`src/rtl/btb_predictor_pkg.sv`:
```
// Shared widths, direction-counter encodings and PC field helpers for the
// branch target buffer.
package btb_predictor_pkg;

    localparam int PC_W    = 16;
    localparam int IDX_W   = 4;
    localparam int ENTRIES = 2 ** IDX_W;
    localparam int TAG_W   = PC_W - IDX_W;
    localparam int CNT_W   = 16;

    typedef enum logic [1:0] {
        CTR_SNT = 2'b00,
        CTR_WNT = 2'b01,
        CTR_WT  = 2'b10,
        CTR_ST  = 2'b11
    } ctr_e;

    function automatic logic [1:0] sat_ctr_next(input logic [1:0] ctr, input logic taken);
        logic [1:0] nxt;
        case (ctr)
            CTR_SNT: nxt = taken ? CTR_WNT : CTR_SNT;
            CTR_WNT: nxt = taken ? CTR_WT  : CTR_SNT;
            CTR_WT:  nxt = taken ? CTR_ST  : CTR_WNT;
            CTR_ST:  nxt = taken ? CTR_ST  : CTR_WT;
            default: nxt = CTR_WNT;
        endcase
        return nxt;
    endfunction

    function automatic logic [IDX_W-1:0] pc_idx(input logic [PC_W-1:0] pc);
        return pc[IDX_W-1:0];
    endfunction

    function automatic logic [TAG_W-1:0] pc_tag(input logic [PC_W-1:0] pc);
        return pc[PC_W-1:IDX_W];
    endfunction

endpackage

```
`src/rtl/btb_predictor_perf_cnt.sv`:
```
// Saturating event counter; sticks at all-ones instead of wrapping.
module btb_perf_cnt #(
    parameter int W = 16
) (
    input  logic         clk,
    input  logic         rst_n,
    input  logic         i_inc,
    output logic [W-1:0] o_cnt
);

    logic [W-1:0] r_cnt;

    // Count qualifying events, holding once the counter is full.
    always_ff @(posedge clk or negedge rst_n) begin
        if (!rst_n) begin
            r_cnt <= {W{1'b0}};
        end else if (i_inc && (r_cnt != {W{1'b1}})) begin
            r_cnt <= r_cnt + {{(W-1){1'b0}}, 1'b1};
        end else begin
            r_cnt <= r_cnt;
        end
    end

    assign o_cnt = r_cnt;

endmodule

```
`src/rtl/btb_predictor.sv`:
```
// Direct-mapped BTB with 2-bit direction counters: zero-latency lookup on the
// fetch PC, registered learning from EX resolution, plus hit/mispredict stats.
module btb_predictor
    import btb_predictor_pkg::*;
(
    input  logic            clk,
    input  logic            rst_n,
    input  logic [PC_W-1:0] i_lookup_pc,
    input  logic            i_lookup_vld,
    output logic            o_btb_hit,
    output logic [PC_W-1:0] o_btb_nxt_pc,
    input  logic            i_upd_en,
    input  logic [PC_W-1:0] i_upd_pc,
    input  logic            i_upd_taken,
    input  logic [PC_W-1:0] i_upd_target,
    input  logic            i_upd_mispred,
    input  logic            i_inv_all,
    output logic [CNT_W-1:0] o_stat_hits,
    output logic [CNT_W-1:0] o_stat_mispred
);

    logic [ENTRIES-1:0] r_valid;
    logic [1:0]         r_ctr    [ENTRIES];
    logic [TAG_W-1:0]   r_tag    [ENTRIES];
    logic [PC_W-1:0]    r_target [ENTRIES];

    logic [IDX_W-1:0]   w_lk_idx;
    logic               w_lk_hit;
    logic [IDX_W-1:0]   w_up_idx;
    logic               w_up_match;

    assign w_lk_idx   = pc_idx(i_lookup_pc);
    assign w_up_idx   = pc_idx(i_upd_pc);
    assign w_up_match = r_valid[w_up_idx] && (r_tag[w_up_idx] == pc_tag(i_upd_pc));

    // Lookup sees only pre-update contents; a miss drives a zero target.
    always_comb begin
        w_lk_hit = r_valid[w_lk_idx] && (r_tag[w_lk_idx] == pc_tag(i_lookup_pc))
                   && r_ctr[w_lk_idx][1];
        if (w_lk_hit) begin
            o_btb_nxt_pc = r_target[w_lk_idx];
        end else begin
            o_btb_nxt_pc = {PC_W{1'b0}};
        end
    end

    assign o_btb_hit = w_lk_hit;

    // Valid bits and counters; invalidation takes priority over a same-cycle update.
    always_ff @(posedge clk or negedge rst_n) begin
        if (!rst_n) begin
            r_valid <= {ENTRIES{1'b0}};
            for (int i = 0; i < ENTRIES; i++) r_ctr[i] <= CTR_WNT;
        end else if (i_inv_all) begin
            r_valid <= {ENTRIES{1'b0}};
            for (int i = 0; i < ENTRIES; i++) r_ctr[i] <= CTR_WNT;
        end else if (i_upd_en) begin
            if (w_up_match) begin
                r_ctr[w_up_idx] <= sat_ctr_next(r_ctr[w_up_idx], i_upd_taken);
            end else if (i_upd_taken) begin
                r_valid[w_up_idx] <= 1'b1;
                r_ctr[w_up_idx]   <= CTR_WT;
            end else begin
                r_ctr[w_up_idx] <= r_ctr[w_up_idx];
            end
        end else begin
            r_valid <= r_valid;
        end
    end

    // Tag/target payload is left unreset; the valid bit alone qualifies it.
    always_ff @(posedge clk) begin
        if (i_upd_en && !i_inv_all && i_upd_taken) begin
            r_target[w_up_idx] <= i_upd_target;
            if (!w_up_match) begin
                r_tag[w_up_idx] <= pc_tag(i_upd_pc);
            end else begin
                r_tag[w_up_idx] <= r_tag[w_up_idx];
            end
        end else begin
            r_target[w_up_idx] <= r_target[w_up_idx];
        end
    end

    btb_perf_cnt #(.W(CNT_W)) u_hits_cnt (
        .clk   (clk),
        .rst_n (rst_n),
        .i_inc (i_lookup_vld && w_lk_hit),
        .o_cnt (o_stat_hits)
    );

    btb_perf_cnt #(.W(CNT_W)) u_mispred_cnt (
        .clk   (clk),
        .rst_n (rst_n),
        .i_inc (i_upd_en && i_upd_mispred),
        .o_cnt (o_stat_mispred)
    );

endmodule
```
`config.mk`:
```
export PLATFORM = sky130hd
export DESIGN_NAME = btb_predictor
export DESIGN_NICKNAME = d
export VERILOG_FILES = /design/src/rtl/btb_predictor_pkg.sv /design/src/rtl/btb_predictor_perf_cnt.sv /design/src/rtl/btb_predictor.sv
export SDC_FILE = /design/constraint.sdc
export NUM_CORES = 1
export LEC_CHECK = 0
export ABC_CLOCK_PERIOD_IN_PS = 10900
export BUFFER_PORTS_ARGS = -buffer_cell sky130_fd_sc_hd__clkbuf_2
export CAP_MARGIN = 20
export CORE_ASPECT_RATIO = 1.75
export CORE_MARGIN = 2
export CORE_UTILIZATION = 62
export DETAILED_ROUTE_END_ITERATION = 10
export PLACE_DENSITY = 0.8
export SLEW_MARGIN = 20
export SYNTH_ARGS = -nofsm -noshare
export SYNTH_HDL_FRONTEND = slang
export SYNTH_SLANG_ARGS = --single-unit
```
`constraint.sdc`:
```
create_clock -name clk -period 10.9 [get_ports clk]
set_clock_uncertainty 0.05 [all_clocks]
set_input_delay 1.635 -clock clk [delete_from_list [all_inputs] [get_ports clk]]
set_output_delay 1.635 -clock clk [all_outputs]
set_load 0.01 [all_outputs]
```
==> metrics.txt, run 1 <==
Clock Tree Buf Depth 3; Area growth syn-to-layout 9.19%; routability congestion estimate around 0.9; Pleak around 8.9 nW; Pins Over Slew Limit 0; starting density of the core between 60% and 70%; crit start category input port; first-pass GRT wire length approximately 84 mm; top cells by area, synth edfxtp_1, mux4_2, dfrtp_1, mux2i_1, dfstp_2; dpl hpwl roughly 33 mm; Crit. End Element output port; Final Cycle Share 70.6%; Synth area leader edfxtp_1; H-tree depth 2; cts repair resizes 0; r2r setup slk 7.12 ns; critical path type input port to output port; post-DR vias/cell 6.92; clk_lat worst skew 0.57 ns; routed vias roughly 13,000; RSZ-0062 raised after global routing no; root buffer cell clkbuf_16; largest net degree at the start of global routing 75; Post-CTS Setup Inserts 0; I/O Buffers a little over 100; hold crit path type flip-flop to flip-flop; Worst Path Arrival 6.01 ns; Worst Path Required 9.22 ns; detailed-router iteration count before antenna repair 5; # setup viols final 0; vias in the first global route 13,600; total CTS buffers 45; worst-margin pin slew 1.09 ns; ANT cells 0; die area 39,800 sq um; Synth Instances 1,287; Post-DRT Antenna Nets 0; worst vdd ir 0.150 mV; dpl cells approximately 1,800; clock-pin transition on the worst setup and hold timing paths 0.07 ns; clk sinks 528; Primary FF master, synth edfxtp_1; Critical Path Fanout Max 58; Syn. warnings 0; number of synthesized register bits around 530; Max Clock Freq 130 MHz; Layout Cells excl Fill between 1,500 and 2,000; GRT overflow 0; initial antenna violation count 1; DRT iter0 DRCs 1,057; Max Cap Viol 0; post-synth top area share 56.8%; die height 263 um; Yosys cell types 58; final wirelength roughly 56 mm; CTS tree built; Post-synth EDFFs approximately 450; IO Pins 104; cell area power density 158 nW/um^2; Seq/Total Area, Yosys 65.4%; outcome completed; relative slew slack roughly 27%; total track usage 29.0%; post-layout util 68.7%; hold buffer count at cts 0; post-layout min period 7.69 ns; synthesized cell area 23,700 sq um; CP max stage delay 0.78 ns; Setup TNS Final 0 ns; Mapped Avg Cell Area around 18 sq um; Core Region 37,600 sq um; detail-routed net length per standard cell 29.8 um; chip width 152 um; Synth async-reset ratio about 15%; Nets ~1,400; Synth Net Count 1,344; fillcell total about 2,400; CP top delay family buffers and inverters; share of post-route cells with drive strength above 1 31.0%; critical path's slowest cell buf_4; Site Rows 94; CP Cell Sequence buf_4 > buf_4 > mux4_2 > mux4_2 > xor2_1 > nor4_1 > nand3_2 > nor2b_1 > clkbuf_2; post-route DRC violation count 0; Fin. Hold Viols 0; CP bufs+invs 3
-- cell usage after synthesis, types with 4 or more instances --
master,count
nand3_1,26
nor2_1,21
clkbuf_1,44
nor2b_1,21
o221ai_2,10
inv_1,40
dfstp_2,16
nor3_1,13
and2_1,6
o2bb2ai_1,16
xnor2_1,21
a21oi_1,4
o221ai_1,5
a211oi_1,16
mux2_2,8
buf_4,7
nor4_1,9
nand4_1,5
nand2_1,72
mux2i_1,50
a22oi_1,4
o311ai_2,9
buf_1,5
buf_6,10
xor2_1,34
edfxtp_1,448
and4_1,9
dfrtp_1,64
o311ai_0,6
mux4_2,194
a31oi_1,17
o21ai_0,10
and3_1,9
buf_2,24
nand2b_1,6
-- layout by cell type (no fill, tap or decap), drive strengths merged, types with 21 or more instances in the layout --
master and count:
edfxtp 448, xor2 34, dfrtp 64, nor2b 21, clkbuf 153, nand2 72
nor2 21, mux2i 50, mux4 194, nand3 27, inv 41, xnor2 21
-- worst reg2reg max path: cells and delay by family, from the launching register on --
kind	cells	cell delay, ns
and+or+nand+nor	3	1.72
muxes	3	1.33
DFF	1	0.40
xor gates and xnor gates	1	0.16
-- registers in the layout, indices dropped and copies added (netlist names) --
| name | count |
|---|---|
| r_ctr | 32 |
| r_tag | 192 |
| r_target | 256 |
| r_valid | 16 |
| u_hits_cnt.o_cnt | 16 |
| u_mispred_cnt.o_cnt | 16 |
-- metal layers --
metal	vias to the layer above	track usage [%]	wire [um]
li1	5392	-	-
met4	2	12.4	2640
met2	653	51.2	30400
met1	6735	35.8	19100
met3	167	3.82	3630
met5	-	0	15
-- power by group --
part	internal [mW]	switching, mW
sequential	2.22	0.0197
clock	0.853	0.714
combinational	0.123	0.167
total	3.19	0.900
-- final cells by class --
cell class              count  area [sq um]  share of cell area (%)
repair buffers            116           639                    2.47
clock buffers              55          1190                    4.62
flip-flops and latches    528         15500                    59.9
inverters                  41           154                   0.595
multi-input cells         628          7580                    29.3
well taps                 480           601                    2.32
clock inverters            24           208                   0.803
-- through the flow --
step | hold slack [ns] | worst slack [ns] | power [mW] | cell area, sq um
floorplan | 0.422 | 4.88 | 2.48 | 23700
global placement | 0.424 | 3.32 | 2.56 | 24400
detailed placement | 0.430 | 3.17 | 2.57 | 24400
CTS | 0.443 | 3.12 | 4.11 | 25800
global route | 0.473 | 2.96 | 4.20 | 25800
finish | 0.441 | 3.21 | 4.09 | 25800
-- final timing paths --
check	start	to	depth (start not counted)
max	i_lookup_pc[1]	o_btb_nxt_pc[13]	9
min	u_hits_cnt.o_cnt[12]$_DFFE_PN0P_	u_hits_cnt.o_cnt[12]$_DFFE_PN0P_	1
max reg2reg	r_tag[12][5]$_DFFE_PP_	u_hits_cnt.o_cnt[15]$_DFFE_PN0P_	7
min reg2reg	u_hits_cnt.o_cnt[12]$_DFFE_PN0P_	u_hits_cnt.o_cnt[12]$_DFFE_PN0P_	1
max in group asynchronous	rst_n	u_hits_cnt.o_cnt[10]$_DFFE_PN0P_	2
min in group asynchronous	rst_n	u_mispred_cnt.o_cnt[1]$_DFFE_PN0P_	1
-- cell families (layout without fill, tap and decap cells) --
| kind of cell | count (synthesis) | after routing | synth area share [%] |
|---|---|---|---|
| adders and majority gates | 3 | 3 | 0.153 |
| DFF | 528 | 528 | 65.4 |
| and+or+nand+nor | 206 | 206 | 4.44 |
| xor gates and xnor gates | 55 | 55 | 2.03 |
| buffers and inverters | 131 | 236 | 2.63 |
| muxes | 252 | 252 | 21.0 |
| AOI/OAI and AO/OA | 112 | 112 | 4.42 |
Note: power is estimated with default switching activity, not from simulation.
==> run 2: changes to the inputs <==
--- a/config.mk
+++ b/config.mk
@@ -5,14 +5,14 @@
 export SDC_FILE = /design/constraint.sdc
 export NUM_CORES = 1
 export LEC_CHECK = 0
-export ABC_CLOCK_PERIOD_IN_PS = 10900
+export ABC_CLOCK_PERIOD_IN_PS = 6950
 export BUFFER_PORTS_ARGS = -buffer_cell sky130_fd_sc_hd__clkbuf_2
 export CAP_MARGIN = 20
 export CORE_ASPECT_RATIO = 1.75
 export CORE_MARGIN = 2
-export CORE_UTILIZATION = 62
+export CORE_UTILIZATION = 56
 export DETAILED_ROUTE_END_ITERATION = 10
-export PLACE_DENSITY = 0.8
+export PLACE_DENSITY = 0.76
 export SLEW_MARGIN = 20
 export SYNTH_ARGS = -nofsm -noshare
 export SYNTH_HDL_FRONTEND = slang
==> constraint.sdc (replaced) <==
create_clock -name clk -period 6.95 [get_ports clk]
set_clock_uncertainty 0.05 [all_clocks]
set_input_delay 1.0425 -clock clk [delete_from_list [all_inputs] [get_ports clk]]
set_output_delay 1.0425 -clock clk [all_outputs]
set_load 0.01 [all_outputs]
==> metrics.txt, run 2 (synthesis results as in run 1) <==
outcome completed; cts repair resizes 0 (unchanged); hold crit path type flip-flop to flip-flop; Pleak 8.96 nW (+0.65%); # setup viols final 0 (unchanged); Max Cap Viol 0 (unchanged); Nets 1,420 (+0.21%); hold buffer count at cts 0 (unchanged); CP max stage delay 0.67 ns (-0.11 ns); post-route DRC violation count 0 (unchanged); worst reg2reg startpoint r_tag[9][11]$_DFFE_PP_; final instance area 26,100 sq um (+0.84%); vias in the first global route 13,600 (+0.35%); I/O Buffers 103 (unchanged); H-tree depth 2 (unchanged); GRT overflow 0 (unchanged); first-pass GRT wire length 83.1 mm (-0.97%); root buffer cell clkbuf_16; Worst Setup SP i_lookup_pc[0]; Reg2Reg Depth 8 (+1); largest net degree at the start of global routing 85 (+13%); chip width 159 um (+5.1%); Largest Register r_target; CP Cell Sequence clkbuf_8 > mux4_2 > mux4_2 > xor2_1 > nor4_1 > nand3_2 > nor2b_1 > clkbuf_2; commonest non-fill, non-tap cell in the layout edfxtp_1; total CTS buffers 47 (+4.4%); critical path type input port to output port; clk_lat worst skew 0.59 ns (+0.02 ns); crit start category input port; clk sinks 528 (unchanged); starting density of the core 56.7% (-6.2 points); Core Region 41,700 sq um (+11%); critical path's slowest cell clkbuf_8; cell area power density 251 nW/um^2 (+59%); Fin. Hold Viols 0 (unchanged); initial antenna violation count 1 (unchanged); Post-CTS Setup Inserts 0 (unchanged); share of post-route cells with drive strength above 1 30.9% (-0.18 points); CTS tree built; FF-to-FF End r_ctr[11]$_DFFE_PN0P_; post-DR vias/cell 6.54 (-5.4%); die area 44,000 sq um (+10%); IO Pins 104 (unchanged); Area after DPL 24,500 sq um (+0.38%); Total Power 6.55 mW (+60%); DRT iter0 DRCs 1,079 (+2.1%); largest registers r_target x256, r_tag x192, r_ctr x32; Final Cycle Share 83.0%; RSZ-0062 raised after global routing no; Crit. End Element output port; Layout Cells excl Fill 1,956 (+4.5%); post-layout min period 5.77 ns; most frequent cells in the layout edfxtp_1, mux4_2, clkbuf_2, nand2_1, dfrtp_1; final wirelength 56.0 mm (+0.47%); number of flip-flops in the largest register 256 (unchanged); r2r setup slk 3.07 ns (-4.05 ns); dpl cells 1,867 (+4.2%); Max Clock Freq between 150 and 200 MHz; worst vdd ir 0.227 mV (+51%); Post-DRT Antenna Nets 0 (unchanged); routability congestion estimate 0.913 (+2.0%); Worst Path Arrival 4.67 ns (-1.34 ns); Site Rows 99 (+5.3%); die height 276 um (+5.1%); Pins Over Slew Limit 0 (unchanged); Critical Path Fanout Max 84 (+45%); worst setup path endpoint o_btb_nxt_pc[7]; hold-critical path depth 1 (unchanged); detailed-router iteration count before antenna repair 5 (unchanged); dpl hpwl 34.2 mm (+2.6%); total track usage 25.7% (-3.3 points); Setup TNS Final 0 ns (unchanged); Clock Tree Buf Depth 3 (unchanged); detail-routed net length per standard cell 28.6 um (-3.8%); relative slew slack 24.6% (-2.3 points); clock-pin transition on the worst setup and hold timing paths 0.06 ns (about the same); most frequent CP cell mux4_2; Area growth syn-to-layout 10.1%; worst-margin pin slew 1.13 ns (+0.0379 ns); routed vias 12,800 (-1.2%); Worst Path Required 5.86 ns (-3.36 ns); fillcell total 2,906 (+21%); post-layout util 62.4% (-6.2 points)
## run 2: how the worst min path moves through the flow
stage / start / endpoint
after floorplan: r_valid[13]$_DFFE_PN0P_ / r_valid[13]$_DFFE_PN0P_
after global placement: u_hits_cnt.o_cnt[5]$_DFFE_PN0P_ / u_hits_cnt.o_cnt[5]$_DFFE_PN0P_
after detailed placement: u_hits_cnt.o_cnt[5]$_DFFE_PN0P_ / u_hits_cnt.o_cnt[5]$_DFFE_PN0P_
after CTS: u_hits_cnt.o_cnt[5]$_DFFE_PN0P_ / u_hits_cnt.o_cnt[5]$_DFFE_PN0P_
after global routing: u_mispred_cnt.o_cnt[8]$_DFFE_PN0P_ / u_mispred_cnt.o_cnt[8]$_DFFE_PN0P_
final: u_hits_cnt.o_cnt[5]$_DFFE_PN0P_ / u_hits_cnt.o_cnt[5]$_DFFE_PN0P_
## run 2: power breakdown
group	internal [mW]	switching, mW	total [mW]	leakage (nW)
sequential	3.48	0.0312	3.51	5.07
combinational	0.194	0.262	0.456	3.15
clock	1.45	1.13	2.59	0.735
total	5.12	1.43	6.55	8.96
## run 2: area by class of cell
cell class / instances / area, sq um / share of cell area, %
inverter: 41 / 154 / 0.590
timing repair buffer: 117 / 661 / 2.53
clock buffer: 61 / 1240 / 4.75
antenna: 1 / 2.50 / 0.00960
clock inverter: 25 / 263 / 1.01
multi-input combinational: 628 / 7580 / 29.1
sequential: 528 / 15500 / 59.4
tap: 555 / 694 / 2.66
## run 2: critical path: cells and delay by family
kind / cells / cell delay [ns]
buf+inv: 2 / 0.83
simple gates: 3 / 1.44
mux: 2 / 1.10
xor+xnor: 1 / 0.16
## run 2: metrics by stage
stage	hold slack, ns	setup slack [ns]
floorplan	0.422	2.12
global placement	0.426	1.25
detailed placement	0.428	1.17
CTS	0.440	1.15
global route	0.475	0.936
finish	0.437	1.18
## run 2: routing by layer
layer | wire (um) | vias up | part of all wire [%] | global-route usage, %
met1 | 19100 | 6686 | 34 | 29.3
met3 | 2980 | 145 | 5.3 | 3.32
met4 | 3200 | 0 | 5.7 | 14.7
met2 | 30700 | 560 | 55 | 47.1
li1 | - | 5407 | - | -
met5 | 0 | - | 0 | 0
